===== src/rtl/edge_event_pkg.sv =====
// Shared types for the pushbutton edge event filter.
package edge_event_pkg;

  // Classified event presented to the system controller.
  typedef enum logic [1:0] {
    EV_NONE   = 2'b00,
    EV_SINGLE = 2'b01,
    EV_DOUBLE = 2'b10
  } ev_type_t;

  // Press classification sequence.
  typedef enum logic [1:0] {
    IDLE  = 2'b00,
    LOCK1 = 2'b01,
    WAIT2 = 2'b10,
    LOCK2 = 2'b11
  } state_t;

endpackage


===== src/rtl/cycle_timer.sv =====
// Cycle counter with synchronous clear, enable and a compare against a port value.
// Clear and enable together load 1, so a restarting sequence is already at k=1
// in the cycle after its accepting edge.
module cycle_timer #(
  parameter int unsigned W = 8
) (
  input  logic         clk,
  input  logic         n_rst,
  input  logic         i_clr,
  input  logic         i_en,
  input  logic [W-1:0] i_cmp,
  output logic         o_match
);

  logic [W-1:0] r_count;

  // Count register: clear zeroes, enable adds one on top of the (possibly cleared) value.
  always_ff @(posedge clk or negedge n_rst) begin
    if (!n_rst) begin
      r_count <= '0;
    end else if (i_clr || i_en) begin
      r_count <= (i_clr ? '0 : r_count) + W'(i_en);
    end
  end

  assign o_match = (r_count == i_cmp);

endmodule


===== src/rtl/edge_event_filter.sv =====
// Debounces edge_det pulses with a lockout window, classifies presses as SINGLE or
// DOUBLE, and hands events out through a one-entry valid/ready holding register with
// a saturating load count and a sticky drop flag.
module edge_event_filter
  import edge_event_pkg::*;
#(
  parameter int unsigned LOCKOUT_CYCLES    = 12000,
  parameter int unsigned DOUBLE_WIN_CYCLES = 3600000,
  parameter int unsigned CNT_W             = 8
) (
  input  logic             clk,
  input  logic             n_rst,
  input  logic             edge_det,
  input  logic             clr,
  input  logic             ev_ready,
  output logic             ev_valid,
  output logic [1:0]       ev_type,
  output logic [CNT_W-1:0] ev_count,
  output logic             overflow
);

  localparam int unsigned TW = $clog2(DOUBLE_WIN_CYCLES + 1);
  localparam logic [TW-1:0] LockLast = TW'(LOCKOUT_CYCLES - 1);
  localparam logic [TW-1:0] WinLast  = TW'(DOUBLE_WIN_CYCLES - 1);

  state_t           r_state;
  logic             w_tmr_clr;
  logic             w_tmr_en;
  logic             w_match;
  logic [TW-1:0]    w_cmp;
  logic             w_emit;
  ev_type_t         w_emit_type;
  logic             w_xfer;
  logic             w_load;

  logic             r_valid;
  ev_type_t         r_type;
  logic [CNT_W-1:0] r_count;
  logic             r_ovf;

  cycle_timer #(
    .W (TW)
  ) u_timer (
    .clk     (clk),
    .n_rst   (n_rst),
    .i_clr   (w_tmr_clr),
    .i_en    (w_tmr_en),
    .i_cmp   (w_cmp),
    .o_match (w_match)
  );

  // Timer control and event decision for the current state; an edge in the last
  // window cycle takes priority over the timeout.
  always_comb begin
    w_tmr_clr   = 1'b0;
    w_tmr_en    = 1'b0;
    w_cmp       = LockLast;
    w_emit      = 1'b0;
    w_emit_type = EV_NONE;
    unique case (r_state)
      IDLE: begin
        w_tmr_clr = 1'b1;
        w_tmr_en  = edge_det;
      end
      LOCK1: begin
        w_tmr_en = 1'b1;
      end
      WAIT2: begin
        w_cmp    = WinLast;
        w_tmr_en = 1'b1;
        if (edge_det) begin
          w_tmr_clr   = 1'b1;
          w_emit      = 1'b1;
          w_emit_type = EV_DOUBLE;
        end else if (w_match) begin
          w_tmr_clr   = 1'b1;
          w_tmr_en    = 1'b0;
          w_emit      = 1'b1;
          w_emit_type = EV_SINGLE;
        end
      end
      LOCK2: begin
        w_tmr_en = 1'b1;
        if (w_match) begin
          w_tmr_clr = 1'b1;
          w_tmr_en  = 1'b0;
        end
      end
      default: ;
    endcase
  end

  // Press classification state.
  always_ff @(posedge clk or negedge n_rst) begin
    if (!n_rst) begin
      r_state <= IDLE;
    end else begin
      unique case (r_state)
        IDLE:    if (edge_det) r_state <= LOCK1;
        LOCK1:   if (w_match) r_state <= WAIT2;
        WAIT2: begin
          if (edge_det)     r_state <= LOCK2;
          else if (w_match) r_state <= IDLE;
        end
        LOCK2:   if (w_match) r_state <= IDLE;
        default: r_state <= IDLE;
      endcase
    end
  end

  assign w_xfer = r_valid & ev_ready;
  // A full register that is draining this cycle can take the new event with no bubble.
  assign w_load = w_emit & (~r_valid | w_xfer);

  // Holding register, load counter and sticky drop flag; clr wins over same-cycle updates.
  always_ff @(posedge clk or negedge n_rst) begin
    if (!n_rst) begin
      r_valid <= 1'b0;
      r_type  <= EV_NONE;
      r_count <= '0;
      r_ovf   <= 1'b0;
    end else begin
      if (w_load) begin
        r_valid <= 1'b1;
        r_type  <= w_emit_type;
      end else if (w_xfer) begin
        r_valid <= 1'b0;
        r_type  <= EV_NONE;
      end
      if (clr) begin
        r_count <= '0;
        r_ovf   <= 1'b0;
      end else begin
        if (w_load && (r_count != '1)) r_count <= r_count + CNT_W'(1);
        if (w_emit && !w_load)         r_ovf   <= 1'b1;
      end
    end
  end

  assign ev_valid = r_valid;
  assign ev_type  = r_type;
  assign ev_count = r_count;
  assign overflow = r_ovf;

endmodule


===== config.mk =====
export PLATFORM = sky130hd
export DESIGN_NAME = edge_event_filter
export DESIGN_NICKNAME = d
export VERILOG_FILES = /design/src/rtl/edge_event_pkg.sv /design/src/rtl/cycle_timer.sv /design/src/rtl/edge_event_filter.sv
export SDC_FILE = /design/constraint.sdc
export NUM_CORES = 1
export LEC_CHECK = 0
export BUFFER_PORTS_ARGS = -buffer_cell sky130_fd_sc_hd__buf_4
export CAP_MARGIN = 30
export CORE_AREA = 2 2 74 76
export DETAILED_ROUTE_END_ITERATION = 7
export DIE_AREA = 0 0 76 78
export PLACE_DENSITY = 0.59
export SLEW_MARGIN = 0
export SYNTH_ARGS = -nofsm -noshare
export SYNTH_HDL_FRONTEND = slang
export SYNTH_HIERARCHICAL = 1
export SYNTH_SLANG_ARGS = --single-unit

===== constraint.sdc =====
create_clock -name clk -period 4.7 [get_ports clk]
set_input_delay 0.47 -clock clk [delete_from_list [all_inputs] [get_ports clk]]
set_output_delay 0.47 -clock clk [all_outputs]
set_load 0.02 [all_outputs]

; ---- Yosys cells after proc, flatten, opt, wreduce, memory -nomap -nowiden
; Cells that the tools add are included.
[totals]
register_bits = 36
latchBits = 0
mem_bits_rw = 0
mem_bits_ro = 0
inputBits = 5
output_inout_bits = 12
word_cells = 53
mem_count = 0
[classes]
n_addsub = 2
mul = 0
n_div = 0
magnitude_cmp = 0
eq_ne = 7
shifts = 0
muxes = 25
bitwise_logic = 4
n_reduce_logical = 9
[op_table]
columns = cell, n
row1 = two-way mux 22 bit, 2
row2 = adder 22 x 1 -> 22 bit, 1
row3 = equality test 22 bit, 1
row4 = two-way mux 2 bit, 8
row5 = two-way mux 8 bit, 2
row6 = two-way mux 1 bit, 10
row7 = adder 8 x 1 -> 8 bit (second input constant), 1
row8 = != test 8 bit (second input constant), 1
row9 = case mux 2 bit (4 select lines), 1
row10 = nonzero test 2 bit, 3
row11 = equality test 2 bit (second input constant), 2
row12 = case mux 1 bit (4 select lines), 1
row13 = case mux 1 bit (3 select lines), 1
row14 = AND 1 bit, 2
row15 = equality test 2 x 1 -> 1 bit (second input constant), 1
row16 = logical AND 1 bit, 2
row17 = zero test 2 bit, 1
row18 = != test 2 x 1 -> 1 bit (second input constant), 1
row19 = != test 2 bit (second input constant), 1
row20 = AND reduction 2 bit, 1
row21 = zero test 1 bit, 1
row22 = logical OR 1 bit, 1
row23 = inverter 1 bit, 1
row24 = OR 1 bit, 1

; ---- Logic depth before layout (Yosys ltp)
; Gate-level depths: netlist of the first run.
[logic_depth]
ltp_word = 11
mapped_depth = 17
mapped_depth_nobuf = 15

; ---- By module
; The synthesis of the first run kept the hierarchy.
[modules_own_cells]
columns = mod, n_inst, cells_per_inst, area_each_um2, seq_area_each_um2
row1 = cycle_timer, 1, 147, 1458.9, 550.5
row2 = edge_event_filter, 1, 82, 755.7, 350.3

; ---- Worst setup path before layout of the first run
; OpenSTA, ideal clock, no wires.
[synth_timing]
path_type = register -> register
startpoint = register r_state[0]
endpoint = register u_timer.r_count[12]
setup_time_ns = 0.078
t_arrival_ns = 3.637
required_time_ns = 4.622
path_slack_ns = 0.985
stages_incl_launch_ff = 18
n_path_buf = 2
period_less_slack_ns = 3.715
cell_sequence = dfrtp_1 nand2b_2 inv_1 xor2_1 nor4_1 nand4_1 nor4_1 nand2_1 o21ai_0 buf_2 clkbuf_1 nor2b_1 ha_1 ha_1 and3_1 and2_1 a31o_2 a21oi_1
[synth_between]
elab_chain_cells = 8
word_cells_on_any_way = 15
classes_between = add/sub (1) / eq/ne (4) / mux (8) / reduce/logical (2)
[synth_lines]
columns = item, line
row1 = start: declaration, edge_event_filter.sv:26  ; state_t r_state;
row2 = start signal: assignment, edge_event_filter.sv:96  ; r_state <= IDLE;
row3 = start signal: assignment, edge_event_filter.sv:99  ; IDLE: if (edge_det) r_state <= LOCK1;
row4 = start signal: assignment, edge_event_filter.sv:100  ; LOCK1: if (w_match) r_state <= WAIT2;
row5 = equality test 2 bit (*), edge_event_filter.sv:60  ; unique case (r_state)
row6 = two-way mux 22 bit (*), edge_event_filter.sv:60
row7 = net w_cmp[7], edge_event_filter.sv:30  ; logic [TW-1:0] w_cmp;
row8 = equality test 22 bit (*), cycle_timer.sv:26  ; assign o_match = (r_count == i_cmp);
row9 = net w_match, edge_event_filter.sv:29  ; logic w_match;
row10 = two-way mux 1 bit (*), "edge_event_filter.sv:75, edge_event_filter.sv:84"
row11 = two-way mux 1 bit, edge_event_filter.sv:71  ; if (edge_det) begin
row12 = case mux 1 bit (3 select lines) (*), edge_event_filter.sv:60
row13 = net w_tmr_clr, edge_event_filter.sv:27  ; logic w_tmr_clr;
row14 = two-way mux 22 bit, cycle_timer.sv:22  ; r_count <= (i_clr ? '0 : r_count) + W'(i_en);
row15 = adder 22 x 1 -> 22 bit, cycle_timer.sv:22
row16 = end signal: assignment, cycle_timer.sv:22
row17 = end: declaration, cycle_timer.sv:15  ; logic [W-1:0] r_count;
; The timed path passes the listed nets; every way through them passes the cells marked *.
; A chain may end at the register's enable or synchronous reset.

; ---- Worst setup path in the final report of the first run
; Ends and elaborated chain as after synthesis.

==> impl_metrics.tcl, run 1 <==
set metrics [dict create \
    status "complete, no violations" \
    antennaDiodeCount 0 \
    htreeDepth 2 \
    vias 1745 \
    clkSinkCount 36 \
    io_buffers 16 \
    critical_path.cell_chain "nand2b_2 -> inv_1 -> xor2_1 -> nor4_1 -> nand4_1 -> nor4_1 -> buf_4 -> nand2_1 -> o21ai_1 -> buf_4 -> nor2b_1 -> ha_1 -> ha_1 -> and3_1 -> and2_1 -> a31o_2 -> a21oi_1" \
    place_hpwl_um 3268 \
    max_freq_mhz 273.6 \
    fillers 493 \
    path_class "flop to flop" \
    wl_per_cell_um 13.64 \
    grt_pass1_vias 1695 \
    drt_pre_antenna_iters 4 \
    crit_fanout 29 \
    layout.cells.non_filler 331 \
    ir_worst_vdd_v 0.0001564 \
    crit_path_top_delay_cell "dfrtp_1" \
    cp.buffers_inverters 3 \
    drc 0 \
    p_leak_uw 0.001166 \
    hold_buffers 0 \
    pin_count 17 \
    die_y_um 78 \
    viasPerCell 5.272 \
    grt_pass1_wl_um 8155 \
    worst_hold_slack_ps 132.2 \
    initial_core_util_pct 43.92 \
    grt_util_all_layers_pct 17.23 \
    rsz0062_at_grt "no" \
    synth_edf_count 0 \
    p_per_area_nw_per_um2 289.4 \
    critical_path_required_ps 4920 \
    ys_types 46 \
    synth-seq-cells 36 \
    slew_viol_final 0 \
    seq_area_um2 900.9 \
    ys_seq_area_share_pct 40.68 \
    cts_root_buf "clkbuf_8" \
    synthCells 229 \
    initialDrtViolationCount 72 \
    critPathArrivalTime_ps 3870 \
    hold_violations 0 \
    critPathTopFamily "simple AND/OR/NAND/NOR gates" \
    finalSetupTns_ps 0 \
    drv_cap 0 \
    antenna_found_initial 0 \
    multi_input_area_um2 1301 \
    finalWeightedCongestion 0.7610 \
    die_w_um 76 \
    grt_max_degree 37 \
    cts_buffers 5 \
    rows 26 \
    r2r_setup_slack_ps 1040 \
    post_cts_buffers 0 \
    cts.reportedPaths.clkPinSlew_ps 70 \
    cts_resized 0 \
    die_area_um2 5928 \
    async_flop_share_pct 100.0 \
    hp-class "input pin to asynchronous set/reset pin" \
    area_delta_synth_final_pct 14.75 \
    setup_viol_count_final 0 \
    netlist_area_um2 2215 \
    end_kind "flop" \
    yosys.area.top_type_share_pct 40.68 \
    yosysMostFrequentCell "dfrtp_1" \
    synth_warnings 6 \
    ys.flop_type "dfrtp_1" \
    drive_above_1_share_pct 14.18 \
    cts_tree "done" \
    drtAntennaViolNets 0 \
    syn_area_per_cell_um2 9.671 \
    min_period_ps 3656 \
    synthTopCellsByArea "dfrtp_1, xor2_1, xnor2_1" \
    nNetsFinal 269 \
    gr-total-overflow 0 \
    cp-start-kind "flop" \
    clockBufferDepth 2 \
    synth_common_cells "dfrtp_1, xor2_1, nor2_1, nand3_1, a21oi_1" \
    fin_skew_ps 3.200 \
    dp_cells 323 \
    slowest_delay_ps 420 \
    routed_wl_um 4515 \
    fin_crit_sh_pct 77.78 \
    core_um2 5042 \
    clkLatencyLatePin_ps 290 \
    yosys.area.top_type "dfrtp_1" \
]
[routing by layer]
metal | GRT usage, % | up-vias | part of all wire, %
met4 | 6.000 | 0 | 1.6
met5 | 0 | - | 0
met1 | 23.34 | 842 | 50
met3 | 4.302 | 6 | 2.8
met2 | 26.96 | 26 | 45
li1 | - | 871 | -
[sequential cells by signal (all words and copies together), names as in the netlist]
name / cells
ev_type: 2
overflow: 1
u_timer/r_count: 22
r_state: 2
ev_count: 8
ev_valid: 1
[metrics by stage]
step / utilization, % / area (um2) / power, uW / setup slack [ps]
after floorplan: - / 2260 / 471.3 / 985.3
after global placement: 48.61 / 2451 / 512.8 / 1141
after detailed placement: 48.61 / 2451 / 513.0 / 1056
after CTS: 50.40 / 2541 / 744.3 / 1029
after global routing: 50.40 / 2541 / 779.7 / 708.4
final: 50.40 / 2541 / 735.4 / 1044
[cells in the final DEF, fill, tap and decap left out, drive strengths merged, types with 2 or more instances in the layout]
cell / instances
dfrtp: 36
xor2: 22
nor2: 20
buf: 18
conb: 14
nand3: 13
a21oi: 12
xnor2: 10
nand4: 10
nand2: 9
nor2b: 9
o21ai: 9
clkbuf: 8
inv: 7
nor4: 7
nand2b: 6
mux2i: 5
o31ai: 4
or4: 4
ha: 4
nor3: 4
and4: 3
and3: 3
mux2: 3
a31o: 3
or3: 3
a31oi: 2
nand3b: 2
or2b: 2
[cell families (layout without fill, tap and decap cells)]
group           after synthesis  in the layout  share of synthesized area (%)
compound gates               36             36                          10.28
xor+xnor                     32             32                          12.65
simple gates                 98             98                          27.40
other cells                   2             14                         0.3391
mux                           8              8                          3.785
flops                        36             36                          40.68
fa+ha+maj                     4              4                          2.260
buf+inv                      13             33                          2.599
[power by group]
group	internal [uW]	leakage [uW]	switching, uW
Sequential	335	0.000483	57.3
Clock	120	0.0000455	109
Combinational	56.2	0.000638	57.8
Total	511	0.00117	224
[layout make-up]
| type | count | area share, % |
|---|---|---|
| multi-input cells | 192 | 51.21 |
| flip-flops and latches | 36 | 35.45 |
| repair buffers | 18 | 5.318 |
| clock buffers | 8 | 3.545 |
| well taps | 70 | 3.447 |
| inverters | 7 | 1.034 |
[worst paths after layout]
path,start,endpoint,depth (start not counted)
setup reg to reg,r_state[0],u_timer/r_count[12],17
hold reg to reg,ev_type[1],ev_type[1],1
hold / removal,n_rst,u_timer/r_count[18],1
setup / recovery,r_state[0],u_timer/r_count[12],17
max in group asynchronous,n_rst,r_state[0],1
min in group clk,edge_det,ev_type[0],2
No activity file was read; power rests on OpenSTA's default activity.
==> run 2: changes to the inputs <==
==> constraint.sdc (replaced) <==
create_clock -name clk -period 3.6 [get_ports clk]
set_input_delay 0.36 -clock clk [delete_from_list [all_inputs] [get_ports clk]]
set_output_delay 0.36 -clock clk [all_outputs]
set_load 0.02 [all_outputs]
==> run 2 against run 1 <==
Compared with the run above: core utilization grew 0.92 points; die area is the same; sequential power grew 29%; register-to-register slack lost 710 ps; clock skew grew 1.3 ps; clock-buffer cell count shrank 1; sequential share of layout area shrank 0.63 points.
==> impl_metrics.tcl, run 2 (synthesis results as in run 1) <==
set metrics [dict create \
    layout.cells.non_filler 332 \
    largest_reg_flops 22 \
    drc 0 \
    cp-start-kind "flop" \
    min_period_ps 3266 \
    fillers 486 \
    finalWorstSetupSlack_ps 333.8 \
    gr-total-overflow 0 \
    finalSetupTns_ps 0 \
    nNetsFinal 271 \
    antennaDiodeCount 0 \
    initial_core_util_pct 43.92 \
    die_area_um2 5928 \
    dp_slack_ps 159.3 \
    clockBufferDepth 2 \
    routed_wl_um 4669 \
    grt_max_degree 37 \
    path_class "flop to flop" \
    cts_buffers 5 \
    hold_buffers 0 \
    place_hpwl_um 3344 \
    initialDrtViolationCount 123 \
    grt_pass1_vias 1625 \
    fin_skew_ps 4.537 \
    fin_crit_sh_pct 90.73 \
    p_leak_uw 0.001182 \
    ir_worst_vdd_v 0.0003162 \
    layout_commonest_cell "dfrtp_1" \
    viasPerCell 5.262 \
    drive_above_1_share_pct 16.79 \
    die_y_um 78 \
    die_w_um 76 \
    cts_tree "done" \
    hold_violations 0 \
    clkLatencyLatePin_ps 280 \
    cts.reportedPaths.clkPinSlew_ps 70 \
    drt_pre_antenna_iters 4 \
    grt_pass1_wl_um 7935 \
    antenna_found_initial 0 \
    critical_path.cell_chain "nand2b_4 -> clkinvlp_4 -> xor2_1 -> nor4_2 -> nand4_1 -> nor4_2 -> nand2_1 -> o21ai_0 -> nand2_1 -> ha_1 -> ha_1 -> and3_1 -> and2_1 -> a31o_2 -> a21oi_1" \
    status "complete, no violations" \
    cts_root_buf "clkbuf_8" \
    area_delta_synth_final_pct 16.84 \
    dp_cells 323 \
    rsz0062_at_grt "no" \
    pin_count 17 \
    crit_fanout 8 \
    end_kind "flop" \
    startpoint "r_state[0]" \
    timing.rr.start "r_state[0]" \
    io_buffers 16 \
    slowest_delay_ps 410 \
    htreeDepth 2 \
    core_um2 5042 \
    grt_util_all_layers_pct 17.00 \
    hp-class "input pin to asynchronous set/reset pin" \
    largest-register "u_timer/r_count" \
    drtAntennaViolNets 0 \
    mostFrequentLayoutCells "dfrtp_1, xor2_1, nor2_1, buf_4, conb_1" \
    clkSinkCount 36 \
    rows 26 \
    p_per_area_nw_per_um2 373.8 \
    finalWeightedCongestion 0.7387 \
    setup_viol_count_final 0 \
    vias 1747 \
    wl_per_cell_um 14.06 \
    max_freq_mhz 306.2 \
    critPathArrivalTime_ps 3480 \
    drv_cap 0 \
    slew_viol_final 0 \
    crit_path_top_delay_cell "dfrtp_1" \
    critical_path_required_ps 3810 \
]
==> run 2: changes by cell type in the layout (fill, tap and decap cells not counted), sizes merged <==
cell	previous run	this run
inv	7	6
clkbuf	8	7
clkinvlp	0	1
buf	18	20
==> run 2: final timing paths <==
path | to | slack (ps) | cells past startpoint
worst max-delay path | u_timer/r_count[12] | 330 | 15
worst min-delay path | u_timer/r_count[16] | 30 | 1
worst max register to register | u_timer/r_count[12] | 330 | 15
worst min register to register | ev_type[1] | 490 | 1
max in group asynchronous | ev_count[0] | 3240 | 1
min in group clk | ev_count[3] | 310 | 2
==> run 2: worst max-delay path, delay by kind of cell (launching register included) <==
family	cells	cell delay, ps
DFF	1	410
AOI/OAI and AO/OA	3	440
and+or+nand+nor	8	1470
adders and majority gates	2	460
xor gates and xnor gates	1	210
buffers and inverters	1	210
==> run 2: report_power, final <==
| part | internal [uW] | switching [uW] | leakage (uW) |
|---|---|---|---|
| Combinational | 73.7 | 77.5 | 0.000649 |
| Sequential | 438 | 68.9 | 0.000483 |
| Clock | 170 | 139 | 0.0000503 |
==> run 2: final cells by class <==
class | count | area, um2 | area share, %
multi-input cells | 192 | 1323 | 51.11
inverters | 7 | 30.03 | 1.161
well taps | 70 | 87.58 | 3.385
clock buffers | 7 | 96.34 | 3.723
flip-flops and latches | 36 | 900.9 | 34.82
repair buffers | 20 | 150.1 | 5.803
==> run 2: timing repair <==
item / in CTS / in global routing
endpoints found under the hold margin: 0 / 0
gates resized for setup: 0 / 3
setup endpoints to repair: 0 / 3
buffers inserted: 0 / 2
==> run 2: metal layers <==
layer	vias to the layer above	global-route usage, %	share of wire [%]
met1	839	22.74	47
met5	-	0	0
met2	27	27.14	49
li1	879	-	-
met3	2	3.953	2.6
met4	0	6.000	0.58
==> run 2: stage by stage <==
step                      cell area (um2)  hold slack [ps]  power (uW)  util [%]
after global placement               2461            358.9       664.3     48.81
after detailed placement             2461            359.2       665.3     48.81
after global routing                 2587            61.08        1036     51.32
final                                2587            32.93       967.1     51.32
after floorplan                      2266            64.41       617.4         -
after CTS                            2557            48.87       981.8     50.72
